--- src/rtl/alu_pkg.sv ---
// rtl/alu_pkg.sv - shared opcodes, FSM state and command record for the ALU operand issuer
package alu_pkg;

   localparam logic [3:0] OP_ADD  = 4'h0;
   localparam logic [3:0] OP_SUB  = 4'h1;
   localparam logic [3:0] OP_MUL  = 4'h2;
   localparam logic [3:0] OP_DIV  = 4'h3;
   localparam logic [3:0] OP_AND  = 4'h4;
   localparam logic [3:0] OP_OR   = 4'h5;
   localparam logic [3:0] OP_NOT  = 4'h6;
   localparam logic [3:0] OP_XOR  = 4'h7;
   localparam logic [3:0] OP_SL   = 4'h8;
   localparam logic [3:0] OP_SR   = 4'h9;
   localparam logic [3:0] OP_LAST = 4'h9;

   // Widest tag the command record can carry; narrower tags are zero-extended.
   localparam int TAG_W_MAX = 16;

   typedef enum logic [1:0] {
      ST_IDLE,
      ST_DRIVE,
      ST_RESP
   } state_t;

   typedef struct packed {
      logic [3:0]           op;
      logic [7:0]           a;
      logic [7:0]           b;
      logic [TAG_W_MAX-1:0] tag;
   } cmd_t;

   // Commands the ALU must never see: unknown opcodes and division by zero.
   function automatic logic cmd_illegal(input logic [3:0] op, input logic [7:0] b);
      return (op > OP_LAST) || ((op == OP_DIV) && (b == 8'h00));
   endfunction

endpackage

--- src/rtl/alu_cmd_fifo.sv ---
// rtl/alu_cmd_fifo.sv - synchronous command FIFO with combinational head
module alu_cmd_fifo #(
   parameter int WIDTH = 8,
   parameter int DEPTH = 4
) (
   input  logic                     clk,
   input  logic                     rst,
   input  logic                     push,
   input  logic [WIDTH-1:0]         din,
   input  logic                     pop,
   output logic [WIDTH-1:0]         dout,
   output logic                     full,
   output logic                     empty,
   output logic [$clog2(DEPTH):0]   count
);

   localparam int AW = $clog2(DEPTH);

   logic [WIDTH-1:0] mem [DEPTH];
   logic [AW-1:0]    wr_ptr;
   logic [AW-1:0]    rd_ptr;
   logic             do_push;
   logic             do_pop;

   assign full    = (count == ($clog2(DEPTH) + 1)'(DEPTH));
   assign empty   = (count == '0);
   assign do_push = push && !full;
   assign do_pop  = pop && !empty;
   assign dout    = mem[rd_ptr];

   always_ff @(posedge clk) begin
      if (do_push) begin
         mem[wr_ptr] <= din;
      end
   end

   // Pointers wrap naturally because DEPTH is a power of two.
   always_ff @(posedge clk) begin
      if (rst) begin
         wr_ptr <= '0;
         rd_ptr <= '0;
         count  <= '0;
      end else begin
         if (do_push) begin
            wr_ptr <= wr_ptr + AW'(1);
         end
         if (do_pop) begin
            rd_ptr <= rd_ptr + AW'(1);
         end
         case ({do_push, do_pop})
            2'b10:   count <= count + 1'b1;
            2'b01:   count <= count - 1'b1;
            default: count <= count;
         endcase
      end
   end

endmodule

--- src/rtl/alu_op_issuer.sv ---
// rtl/alu_op_issuer.sv - queues tagged ALU commands, drives the ALU one at a time, returns results
module alu_op_issuer
   import alu_pkg::*;
#(
   parameter int FIFO_DEPTH = 4,
   parameter int TAG_W      = 4,
   parameter int SETTLE_CYC = 1
) (
   input  logic              clk,
   input  logic              rst,
   input  logic              cmd_valid,
   output logic              cmd_ready,
   input  logic [3:0]        cmd_op,
   input  logic [7:0]        cmd_a,
   input  logic [7:0]        cmd_b,
   input  logic [TAG_W-1:0]  cmd_tag,
   output logic [7:0]        alu_in1,
   output logic [7:0]        alu_in2,
   output logic [3:0]        alu_sel,
   input  logic [15:0]       alu_out,
   output logic              rsp_valid,
   input  logic              rsp_ready,
   output logic [15:0]       rsp_result,
   output logic              rsp_err,
   output logic [TAG_W-1:0]  rsp_tag,
   output logic              busy,
   output logic [7:0]        err_cnt
);

   localparam int CNT_W = ($clog2(SETTLE_CYC + 1) < 1) ? 1 : $clog2(SETTLE_CYC + 1);
   localparam int FCW   = $clog2(FIFO_DEPTH) + 1;

   state_t               state;
   logic [CNT_W-1:0]     settle_cnt;
   logic [TAG_W_MAX-1:0] hold_tag;
   logic [TAG_W_MAX-1:0] rsp_tag_q;

   cmd_t                 push_cmd;
   cmd_t                 head;
   logic                 fifo_full;
   logic                 fifo_empty;
   logic [FCW-1:0]       fifo_count;
   logic                 fifo_pop;
   logic                 unused_tag_hi;

   assign push_cmd = '{op: cmd_op, a: cmd_a, b: cmd_b, tag: TAG_W_MAX'(cmd_tag)};

   assign cmd_ready = !fifo_full;
   assign fifo_pop  = (state == ST_IDLE) && !fifo_empty;
   assign busy      = (fifo_count != '0) || (state != ST_IDLE);
   assign rsp_tag   = rsp_tag_q[TAG_W-1:0];
   assign unused_tag_hi = ^rsp_tag_q;

   alu_cmd_fifo #(
      .WIDTH ($bits(cmd_t)),
      .DEPTH (FIFO_DEPTH)
   ) u_fifo (
      .clk   (clk),
      .rst   (rst),
      .push  (cmd_valid),
      .din   (push_cmd),
      .pop   (fifo_pop),
      .dout  (head),
      .full  (fifo_full),
      .empty (fifo_empty),
      .count (fifo_count)
   );

   // ALU ports are only written on a legal pop, so they hold steady outside DRIVE.
   always_ff @(posedge clk) begin
      if (rst) begin
         state      <= ST_IDLE;
         settle_cnt <= '0;
         hold_tag   <= '0;
         alu_in1    <= '0;
         alu_in2    <= '0;
         alu_sel    <= '0;
         rsp_valid  <= 1'b0;
         rsp_result <= '0;
         rsp_err    <= 1'b0;
         rsp_tag_q  <= '0;
         err_cnt    <= '0;
      end else begin
         case (state)
            ST_IDLE: begin
               if (!fifo_empty) begin
                  hold_tag <= head.tag;
                  if (cmd_illegal(head.op, head.b)) begin
                     rsp_valid  <= 1'b1;
                     rsp_err    <= 1'b1;
                     rsp_result <= '0;
                     rsp_tag_q  <= head.tag;
                     if (err_cnt != 8'hFF) begin
                        err_cnt <= err_cnt + 8'd1;
                     end
                     state <= ST_RESP;
                  end else begin
                     alu_in1    <= head.a;
                     alu_in2    <= head.b;
                     alu_sel    <= head.op;
                     settle_cnt <= CNT_W'(SETTLE_CYC);
                     state      <= ST_DRIVE;
                  end
               end
            end
            ST_DRIVE: begin
               if (settle_cnt == CNT_W'(1)) begin
                  rsp_result <= alu_out;
                  rsp_err    <= 1'b0;
                  rsp_valid  <= 1'b1;
                  rsp_tag_q  <= hold_tag;
                  state      <= ST_RESP;
               end else begin
                  settle_cnt <= settle_cnt - CNT_W'(1);
               end
            end
            ST_RESP: begin
               if (rsp_ready) begin
                  rsp_valid <= 1'b0;
                  state     <= ST_IDLE;
               end
            end
            default: state <= ST_IDLE;
         endcase
      end
   end

endmodule

--- config.mk ---
export PLATFORM = sky130hd
export DESIGN_NAME = alu_op_issuer
export DESIGN_NICKNAME = d
export VERILOG_FILES = /design/src/rtl/alu_pkg.sv /design/src/rtl/alu_cmd_fifo.sv /design/src/rtl/alu_op_issuer.sv
export SDC_FILE = /design/constraint.sdc
export NUM_CORES = 1
export LEC_CHECK = 0
export ABC_AREA = 1
export CAP_MARGIN = 30
export CORE_UTILIZATION = 48
export DETAILED_ROUTE_END_ITERATION = 16
export PLACE_DENSITY = 0.7
export SYNTH_ARGS = -nofsm -noshare
export SYNTH_HDL_FRONTEND = slang
export SYNTH_HIERARCHICAL = 1
export SYNTH_SLANG_ARGS = --single-unit
export TNS_END_PERCENT = 100
--- constraint.sdc ---
create_clock -name clk -period 7.6 [get_ports clk]
set_input_delay 1.14 -clock clk [delete_from_list [all_inputs] [get_ports clk]]
set_output_delay 1.14 -clock clk [all_outputs]
set_load 0.01 [all_outputs]
# Yosys cells after proc, flatten, opt, wreduce, memory -nomap -nowiden
# Memories as Yosys holds them, arrays and structs flattened. A register that Yosys moved wholly into a read port is not among the register bits.
# Index checks and enable logic that the tools add are counted.
[totals] mem_bits_rw=96 mem_count=1 input_bits=44 regBits=64
[mem_list] name="u_fifo.mem" words=4 word_bits=24 rd=1 rd_ports_with_merged_regs=1 write_ports=1 line="alu_cmd_fifo.sv:19" text="logic [WIDTH-1:0] mem [DEPTH];"
[classes] magnitude_cmp=1 bitwise_logic=2 n_reduce_logical=23 n_eq_ne=12 mux=29 add_sub_neg=6
[ops] operator="2-to-1 mux 16 bit" count=3
[ops] operator="one-hot mux 16 bit (2 select lines)" count=1
[ops] operator="2-to-1 mux 2 bit" count=6
[ops] operator="2-to-1 mux 4 bit" count=3
[ops] operator="2-to-1 mux 1 bit" count=10
[ops] operator="AND reduction 3 bit" count=3
[ops] operator="adder 8 x 1 -> 8 bit, second input constant" count=1
[ops] operator="zero test 8 bit" count=1
[ops] operator="inequality test 2 bit, second input constant" count=4
[ops] operator="inequality test 8 bit, second input constant" count=1
[ops] operator="one-hot mux 4 bit (2 select lines)" count=1
[ops] operator="AND reduction 4 bit" count=2
[ops] operator="one-hot mux 2 bit (3 select lines)" count=1
[ops] operator="one-hot mux 3 bit (2 select lines)" count=1
[ops] operator="nonzero test 2 bit" count=3
[ops] operator="nonzero test 3 bit" count=2
[ops] operator="AND reduction 5 bit" count=1
[ops] operator="adder 2 x 1 -> 2 bit, second input constant" count=2
[ops] operator="equality test 2 x 1 -> 1 bit, second input constant" count=2
[ops] operator="equality test 2 bit, second input constant" count=2
[ops] operator="equality test 4 x 2 -> 1 bit, second input constant" count=1
[ops] operator="> comparator 4 bit, second input constant" count=1
[ops] operator="logical AND 1 bit" count=4
[ops] operator="one-hot mux 1 bit (2 select lines)" count=2
[ops] operator="12 further kinds" count=15

# Longest topological paths before layout
# Gate-level depths: netlist of run 1.
[logic_depth] depth_word=6 depth_mapped=18 ltp_nobuf=17

# Cells and area by module
# Netlist of run 1, hierarchy kept.
[by_module_without_submodules] mod="alu_cmd_fifo" cells_each=418 n_inst=1 seq_area_each_um2=4504.3 area_each_um2=5864.4
[by_module_without_submodules] mod="alu_op_issuer" cells_each=411 n_inst=1 seq_area_each_um2=1141.1 area_each_um2=2710.1

# Least setup slack after synthesis of run 1
# No wires, ideal clock.
[synth_timing] path_type="input -> register" startpoint="input cmd_valid" endpoint="memory u_fifo/mem[0][0] in the netlist's numbering, enable pin" t_required_ns=7.171 setup_slack_ns=4.395 t_arrival_ns=2.776 path_stages=2 path_cell_list="nand2_1 nor2_1"
[synth_between] elab_chain_len=3
[synth_lines] element="from (decl)" line="alu_op_issuer.sv:11" text="input logic cmd_valid,"
[synth_lines] element="logical AND 1 bit" line="alu_cmd_fifo.sv:27" text="assign do_push = push && !full;"
[synth_lines] element="2-to-1 mux 1 bit" line="alu_cmd_fifo.sv:32" text="if (do_push) begin"
[synth_lines] element="2-to-1 mux 1 bit (not written as such)" line="alu_cmd_fifo.sv:33" text="mem[wr_ptr] <= din;"
[synth_lines] element="to (decl)" line="alu_cmd_fifo.sv:19"
# No other way between the ends.

==> impl_table.tex, run 1 <==
\begin{tabular}{lr}
\hline
Metric & Value \\
\hline
\multicolumn{2}{l}{\textbf{Cells and area}} \\
Filler cells & 1160 \\
Number of nets at the end of the flow & 849 \\
Share of cells above drive strength 1 & 0.0666 \\
Antenna diode count & 0 \\
Synthesis-to-layout area growth & 22.0\% \\
Most common cell after layout, fill and taps aside & nor2\_1 \\
Highest-count cells in the layout ignoring fill and taps & 130 x nor2\_1, 122 x nand2\_1, 96 x edfxtp\_1 \\
\multicolumn{2}{l}{\textbf{STA}} \\
Max-slew violation count & 0 \\
Final critical delay including setup and external delays & 3050 ps \\
Setup TNS Final & 0 ps \\
Worst-case hold slack & 454 ps \\
Period utilisation layout & 0.402 \\
Final setup violating endpoints & 0 \\
Slew headroom & 0.352 \\
Slew at the pin closest to its max-slew limit & 968 ps \\
Unrepaired setup endpoints after global routing & no \\
Final hold viol count & 0 \\
Final clock skew & 6.41 ps \\
Fmax achieved & 328 MHz \\
\multicolumn{2}{l}{\textbf{Clocking}} \\
Worst-Skew Late Latency & 420 ps \\
Total of cells resized after clock tree synthesis & 0 \\
TritonCTS clock tree & yes \\
Sinks on the clock net & 162 \\
Root Driver & clkbuf\_16 \\
CTS H-Tree Depth & 4 \\
Maximum buffer depth of the clock tree & 2 \\
Number of clock buffers inserted by TritonCTS & 17 \\
Post CTS Setup Buffer Count & 0 \\
Hold buffer count at CTS & 0 \\
Clock transition at path regs & 60 ps \\
\multicolumn{2}{l}{\textbf{Synthesis}} \\
Syn Area/Cell & 9.51 sq um \\
Yosys warnings & 6 \\
Synthesized net count & 771 \\
Mapped Cells & 720 \\
Synthesized area & 6840 sq um \\
\multicolumn{2}{l}{\textbf{Detailed routing}} \\
Post-route DRC violation count & 0 \\
Post-DRT Antenna Nets & 0 \\
Vias after detailed routing & 5040 \\
Routed wire per std cell & 14.5 microns \\
Via density per instance & 5.09 \\
DRC marker count from the first detailed-route iteration & 310 \\
Sum of routed wire length over all layers & 14.4 mm \\
TritonRoute pass-1 iters & 5 \\
\multicolumn{2}{l}{\textbf{Die}} \\
Io pins & 96 \\
Initial Utilization & 0.493 \\
Chip width & 121 microns \\
Core Region & 13900 sq um \\
Core Rows & 43 \\
Die Height & 121 microns \\
Total Die Area & 14700 sq um \\
\multicolumn{2}{l}{\textbf{Critical path}} \\
Max Fanout on Critical Path & 44 \\
Library cell contributing the largest single delay on the critical path & dfxtp\_1 \\
Data required time at the worst endpoint & 7910 ps \\
Cell-by-cell trace of the critical path & inv\_4, o21ai\_1, o22ai\_1, inv\_1, nand2\_1, nor2\_1, nand3\_2, nand3\_2, nand3\_1, nand2\_1, nor2\_1 \\
Kind of critical path & register to register \\
Worst EP arrival & 3360 ps \\
Endpoint type of the worst setup path & register \\
Critical path's largest stage delay & 940 ps \\
Worst setup SP type & register \\
\multicolumn{2}{l}{\textbf{Pwr}} \\
Worst voltage drop across the vdd grid & 0.000170 V \\
Total power per unit cell area & 379 nW/um\^{}2 \\
Pleak & 3.26 nW \\
Final Total Pwr & 3.16 mW \\
\multicolumn{2}{l}{\textbf{Placed design}} \\
Port buffer count & 95 \\
GPL Wtd Cong & 0.785 \\
Post-DP HPWL & 8.94 mm \\
\multicolumn{2}{l}{\textbf{Global route}} \\
Global-route total usage across every layer & 0.205 \\
Number of antenna violations at the first check in global routing & 0 \\
First-pass GRT wire length & 23.0 mm \\
Vias in the first global route & 4821 \\
Grt total ovfl & 0 \\
Largest net degree at the start of global routing & 50 \\
\multicolumn{2}{l}{\textbf{Run status}} \\
Status & finished, final reports clean \\
\multicolumn{2}{l}{\textbf{Hold path}} \\
Class of the most critical hold timing path & register to register \\
\multicolumn{2}{l}{\textbf{Flow run}} \\
Max-capacitance violation count & 0 \\
\hline
\end{tabular}
## path summary, 6_finish.rpt
| kind | start | slack, ps | depth (start not counted) | endpoint |
|---|---|---|---|---|
| setup / recovery | register | 4550 | 11 | rsp_result[13]$_SDFFE_PP0P_ |
| hold / removal | hold_tag[1]$_SDFFE_PP0P_ | 450 | 2 | hold_tag[1]$_SDFFE_PP0P_ |
| setup reg to reg | register | 4550 | 11 | rsp_result[13]$_SDFFE_PP0P_ |
| hold reg to reg | hold_tag[1]$_SDFFE_PP0P_ | 450 | 2 | hold_tag[1]$_SDFFE_PP0P_ |
## through the flow
stage	util	cell area [sq um]	std cells	worst slack (ps)
detailed placement	0.560	7780	959	4590
global placement	0.560	7780	959	4680
finish	0.601	8350	991	4550
floorplan	-	6840	720	4910
global route	0.601	8350	991	4250
CTS	0.601	8350	991	4550
## flip-flops by register name, indices dropped and copies added (netlist names), 3 cells and up, named ones only
| name | count |
|---|---|
| u_fifo/mem | 96 |
| u_fifo/count | 3 |
| rsp_result | 16 |
| alu_in1 | 8 |
| err_cnt | 8 |
| hold_tag | 4 |
| rsp_tag_q | 4 |
| alu_sel | 4 |
| alu_in2 | 8 |
## where the power goes
part | internal [mW] | switching, mW
Sequential | 1.11 | 0.0889
Clock | 0.486 | 0.311
Combinational | 0.450 | 0.717
## area by class of cell
| type | instances | area, sq um | share of cell area |
|---|---|---|---|
| Sequential cell | 162 | 4200 | 0.504 |
| Multi-Input combinational cell | 444 | 2070 | 0.248 |
| Timing Repair Buffer | 102 | 1000 | 0.120 |
| Clock buffer | 28 | 547 | 0.0655 |
| Inverter | 71 | 274 | 0.0328 |
| Tap cell | 180 | 225 | 0.0270 |
| Clock inverter | 4 | 22.5 | 0.00270 |
## layer usage
metal | vias to the layer above | global-route usage | routed length, microns
met1 | 2366 | 0.254 | 6470
met3 | 11 | 0.0465 | 660
li1 | 2526 | - | -
met2 | 137 | 0.351 | 7120
met5 | - | 0 | 0
met4 | 0 | 0.0718 | 109
## critical path, delay by kind of cell (launching register included)
| kind | cells | cell delay [ps] |
|---|---|---|
| AND/OR/NAND/NOR | 7 | 1340 |
| flip-flops | 1 | 940 |
| buffers and inverters | 2 | 350 |
| AO/OA/AOI/OAI | 2 | 270 |
No activity file was read; power rests on OpenSTA's default activity.
==> run 2, diff against run 1 <==
PLACE_DENSITY = 0.72   (was 0.7)
clock period = 2.67 ns   (was 7.6 ns; I/O delays follow)
==> run 2 against run 1 <==
Effect of this change:
- clock skew about the same
- critical path depth increased by 1
- sequential power increased to 2.8 times the previous value
- worst setup slack got worse by 4300 ps
- maximum frequency increased by 27%
- count of clock-buffer cells in the layout decreased by 10
- first-iteration DRC count increased by 31%
- sequential share of layout area decreased by 0.72 points
- utilization increased by 0.87 points
- non-clock buffer count increased by 8
- critical endpoint is now rsp_result[1]$_SDFFE_PP0P_
==> impl_table.tex, run 2 (synthesis results as in run 1) <==
\begin{tabular}{lr}
\hline
Metric & Value \\
\hline
\multicolumn{2}{l}{\textbf{Placed design}} \\
Port buffer count & 95 (unchanged) \\
Placement Setup Slack & 296 ps (was 4590 ps) \\
GPL Wtd Cong & 0.809 (was 0.785) \\
DP Cell Count & 967 (was 959) \\
Post-DP HPWL & 9.46 mm (was 8.94 mm) \\
\multicolumn{2}{l}{\textbf{STA}} \\
Final critical delay including setup and external delays & 2400 ps (was 3050 ps) \\
Slack of the critical path & 271 ps (was 4550 ps) \\
Worst-case hold slack & 450 ps (was 454 ps) \\
Max-slew violation count & 0 (unchanged) \\
Final hold viol count & 0 (unchanged) \\
Fmax achieved & 417 MHz (was 328 MHz) \\
Setup TNS Final & 0 ps (unchanged) \\
Unrepaired setup endpoints after global routing & no (unchanged) \\
Final setup violating endpoints & 0 (unchanged) \\
Period utilisation layout & 0.898 (was 0.402) \\
Slew headroom & 0.354 (was 0.352) \\
Final clock skew & 6.24 ps (was 6.41 ps) \\
Slew at the pin closest to its max-slew limit & 965 ps (was 968 ps) \\
\multicolumn{2}{l}{\textbf{Detailed routing}} \\
TritonRoute pass-1 iters & 5 (unchanged) \\
Routed wire per std cell & 14.5 microns (about the same) \\
Sum of routed wire length over all layers & 14.5 mm (was 14.4 mm) \\
DRC marker count from the first detailed-route iteration & 406 (was 310) \\
Post-route DRC violation count & 0 (unchanged) \\
Post-DRT Antenna Nets & 0 (unchanged) \\
Vias after detailed routing & 5037 (was 5040) \\
Via density per instance & 5.04 (was 5.09) \\
\multicolumn{2}{l}{\textbf{Critical path}} \\
Endpoint type of the worst setup path & register (unchanged) \\
Worst setup SP type & register (unchanged) \\
Cell-by-cell trace of the critical path & inv\_6, o21ai\_1, o22ai\_1, inv\_1, nand2\_1, nor2\_1, nand3\_2, nand3\_2, buf\_12, nand3\_1, nand2\_1, nor2\_1 (was inv\_4, o21ai\_1, o22ai\_1, inv\_1, nand2\_1, nor2\_1, nand3\_2, nand3\_2, nand3\_1, nand2\_1, nor2\_1) \\
Library cell contributing the largest single delay on the critical path & dfxtp\_1 (unchanged) \\
Max Fanout on Critical Path & 31 (was 44) \\
Critical path's largest stage delay & 620 ps (was 940 ps) \\
Number of buffer and inverter stages on the critical path & 3 (was 2) \\
Kind of critical path & register to register (unchanged) \\
Worst EP arrival & 2710 ps (was 3360 ps) \\
Kind of cell adding the most delay to the critical path & simple AND/OR/NAND/NOR gates (unchanged) \\
Data required time at the worst endpoint & 2990 ps (was 7910 ps) \\
\multicolumn{2}{l}{\textbf{Clocking}} \\
Maximum buffer depth of the clock tree & 2 (unchanged) \\
Post CTS Setup Buffer Count & 0 (unchanged) \\
Worst-Skew Late Latency & 420 ps (about the same) \\
Hold buffer count at CTS & 0 (unchanged) \\
Root Driver & clkbuf\_16 (unchanged) \\
Number of clock buffers inserted by TritonCTS & 17 (unchanged) \\
Sinks on the clock net & 162 (unchanged) \\
Clock transition at path regs & 60 ps (about the same) \\
Total of cells resized after clock tree synthesis & 0 (unchanged) \\
CTS H-Tree Depth & 4 (unchanged) \\
TritonCTS clock tree & yes (unchanged) \\
\multicolumn{2}{l}{\textbf{Run status}} \\
Status & finished, final reports clean (unchanged) \\
\multicolumn{2}{l}{\textbf{Global route}} \\
Largest net degree at the start of global routing & 43 (was 50) \\
Global-route total usage across every layer & 0.210 (was 0.205) \\
Grt total ovfl & 0 (unchanged) \\
First-pass GRT wire length & 23.6 mm (was 23.0 mm) \\
Vias in the first global route & 4940 (was 4821) \\
Number of antenna violations at the first check in global routing & 0 (unchanged) \\
\multicolumn{2}{l}{\textbf{Cells and area}} \\
Number of nets at the end of the flow & 857 (was 849) \\
Antenna diode count & 0 (unchanged) \\
Non-filler instance count after layout & 999 (was 991) \\
Highest-count cells in the layout ignoring fill and taps & 130 x nor2\_1, 122 x nand2\_1, 96 x edfxtp\_1 (unchanged) \\
Share of cells above drive strength 1 & 0.0769 (was 0.0666) \\
Synthesis-to-layout area growth & 23.8\% (was 22.0\%) \\
Biggest regs & u\_fifo/mem: 96 flops, rsp\_result: 16 flops (unchanged) \\
Number of flip-flops under the largest register name & 96 (unchanged) \\
Most common cell after layout, fill and taps aside & nor2\_1 (unchanged) \\
Most flops, register & u\_fifo/mem (unchanged) \\
\multicolumn{2}{l}{\textbf{Die}} \\
Die Height & 121 microns (unchanged) \\
Chip width & 121 microns (unchanged) \\
Core Rows & 43 (unchanged) \\
Io pins & 96 (unchanged) \\
Total Die Area & 14700 sq um (unchanged) \\
Initial Utilization & 0.493 (unchanged) \\
Core Region & 13900 sq um (unchanged) \\
\multicolumn{2}{l}{\textbf{Hold path}} \\
Class of the most critical hold timing path & register to register (unchanged) \\
\multicolumn{2}{l}{\textbf{Flow run}} \\
Max-capacitance violation count & 0 (unchanged) \\
\multicolumn{2}{l}{\textbf{Pwr}} \\
Final Total Pwr & 9.30 mW (was 3.16 mW) \\
Worst voltage drop across the vdd grid & 0.000523 V (was 0.000170 V) \\
Pleak & 3.32 nW (was 3.26 nW) \\
Total power per unit cell area & 1100 nW/um\^{}2 (was 379 nW/um\^{}2) \\
\hline
\end{tabular}
==> run 2: stage by stage <==
stage / instance area, sq um / utilization
2_1_floorplan: 6840 / -
3_3_place_gp: 7880 / 0.568
3_5_place_dp: 7880 / 0.568
4_1_cts: 8470 / 0.610
5_1_grt: 8470 / 0.610
6_report: 8470 / 0.610
==> run 2: routing by layer <==
layer / up-vias / part of all wire / global-route usage
met1: 2351 / 0.44 / 0.252
met5: - / 0 / 0
met2: 125 / 0.50 / 0.363
li1: 2548 / - / -
met3: 13 / 0.045 / 0.0437
met4: 0 / 0.012 / 0.0903
==> run 2: area by class of cell <==
cell class	instances	area (sq um)
clock buffer	18	429
multi-input combinational	444	2070
sequential	162	4200
clock inverter	14	164
fill	1146	5410
inverter	71	274
tap	180	225
timing repair buffer	110	1100
==> run 2: final timing paths <==
path	startpoint	depth (start not counted)	slack, ps	endpoint
setup / recovery	register	12	270	rsp_result[1]$_SDFFE_PP0P_
hold reg to reg	hold_tag[3]$_SDFFE_PP0P_	2	450	hold_tag[3]$_SDFFE_PP0P_
hold / removal	hold_tag[3]$_SDFFE_PP0P_	2	450	hold_tag[3]$_SDFFE_PP0P_
setup reg to reg	register	12	270	rsp_result[1]$_SDFFE_PP0P_
==> run 2: worst register-to-register path: cells and delay by family (launching register included) <==
kind	cells	cell delay, ps
AND/OR/NAND/NOR	7	920
flip-flops	1	620
buffers and inverters	3	460
AO/OA/AOI/OAI	2	270
==> run 2: where the power goes <==
part	total (mW)	switching, mW	internal (mW)
sequential	3.41	0.260	3.15
clock	2.42	0.959	1.46
combinational	3.47	2.07	1.40
==> patch, RTL diff (flow settings as in run 2) <==
Make the reset (`rst`) asynchronous in 2 clocked blocks.
--- a/src/rtl/alu_cmd_fifo.sv
+++ b/src/rtl/alu_cmd_fifo.sv
@@ -35,7 +35,7 @@
    end
 
    // Pointers wrap naturally because DEPTH is a power of two.
-   always_ff @(posedge clk) begin
+   always_ff @(posedge clk or posedge rst) begin
       if (rst) begin
          wr_ptr <= '0;
          rd_ptr <= '0;
--- a/src/rtl/alu_op_issuer.sv
+++ b/src/rtl/alu_op_issuer.sv
@@ -67,7 +67,7 @@
    );
 
    // ALU ports are only written on a legal pop, so they hold steady outside DRIVE.
-   always_ff @(posedge clk) begin
+   always_ff @(posedge clk or posedge rst) begin
       if (rst) begin
          state      <= ST_IDLE;
          settle_cnt <= '0;
Function: differs if rst is asserted again (counterexample within 4 cycles, from zero or initial values and one cycle with rst high); with rst held inactive, the same outputs for 4 cycles.
==> patch against run 2 <==
Non-clock buffer count up 1. Sequential cell count down 2. Cell area up 2.7%. Total power up 7.0%. Hold slack worse by 0.16 ns. Clock skew up 0.0059 ns. Final cell count down 5.9%. Core utilization up 0.90 points. Combinational power up 13%. Maximum frequency up 4.4%. Synthesized area up 1.8%. Worst setup slack better by 0.10 ns. Sequential power up 9.1%. Wire length down 8.2%. Largest cell class unchanged. Largest power group unchanged.
==> patch: results (changes against run 2) <==
- First-pass GRT wire length: 22,080 µm (was 23,590 µm)
- Worst Skew: 0.01216 ns (was 0.006241 ns)
- CP peak stage delay: 0.42 ns (was 0.62 ns)
- Met3 Wirelength: 729 µm (was 647 µm)
- Routed wire length: 13,330 µm (was 14,520 µm)
- Leakage: 3.881 nW (was 3.321 nW)
- Routability-driven placement congestion ratio: 0.7983 (was 0.8086)
- Hold Path Class: in -> async (was reg -> reg)
- Worst Path Arrival: 2.65 ns (was 2.71 ns)
- Initial DRC count: 279 (was 406)
- Pin count of the biggest net entering global routing: 41 (was 43)
- FILL cells: 1,083 (was 1,146)
- Fin nets: 799 (was 857)
- VDD IR max: 0.6090 mV (was 0.5225 mV)
- Wire length on met2: 6666 µm (was 7331 µm)
- GRT Overall Usage: 19.71% (was 21.02%)
- Hpwl dp: 8945 µm (was 9459 µm)
- Crit-path slowest cell: dfrtp_1 (was dfxtp_1)
- Drt pass-1 iters: 4 (was 5)
- Clk. pwr: 2.30 mW (was 2.42 mW)
- CP Max Fanout: 22 (was 31)
- Run status: completed (unchanged)
- Post-synth net total: 697 (was 771)
- Met1 Wirelength: 5811 µm (was 6366 µm)
- Share of cells above drive strength 1: 13.29% (was 7.692%)
- Placed instance area: 0.008122 mm² (was 0.007878 mm²)
- R2R Path End: rsp_result[2] (was rsp_result[1])
[patch: layout make-up]
cell class,instances,area [µm²],share of cell area (%)
inverters,108,407.9,4.691
clock buffers,17,425.4,4.892
multi-input cells,350,1917,22.04
repair buffers,111,1096,12.60
clock inverters,14,140.1,1.612
flip-flops and latches,160,4484,51.57
well taps,180,225.2,2.590
[patch: routing by layer]
metal  vias to the layer above  GRT usage, %
met5                         -             0
met2                       111         33.46
met4                         0         6.707
met3                        11         6.320
met1                      2185         23.57
li1                       2324             -
[patch: metrics by stage]
step                power, mW  hold slack, ns  worst slack, ns  std cells  util [%]
finish                  9.958          0.2886           0.3721        940     61.93
global route            10.70          0.2983          0.07052        940     61.93
CTS                     10.06          0.2615           0.1663        940     61.86
detailed placement      7.710          0.4574           0.1973        909     57.84
global placement        7.568          0.4341           0.2731        909     57.84
floorplan               6.359          0.2039           0.5240        646         -
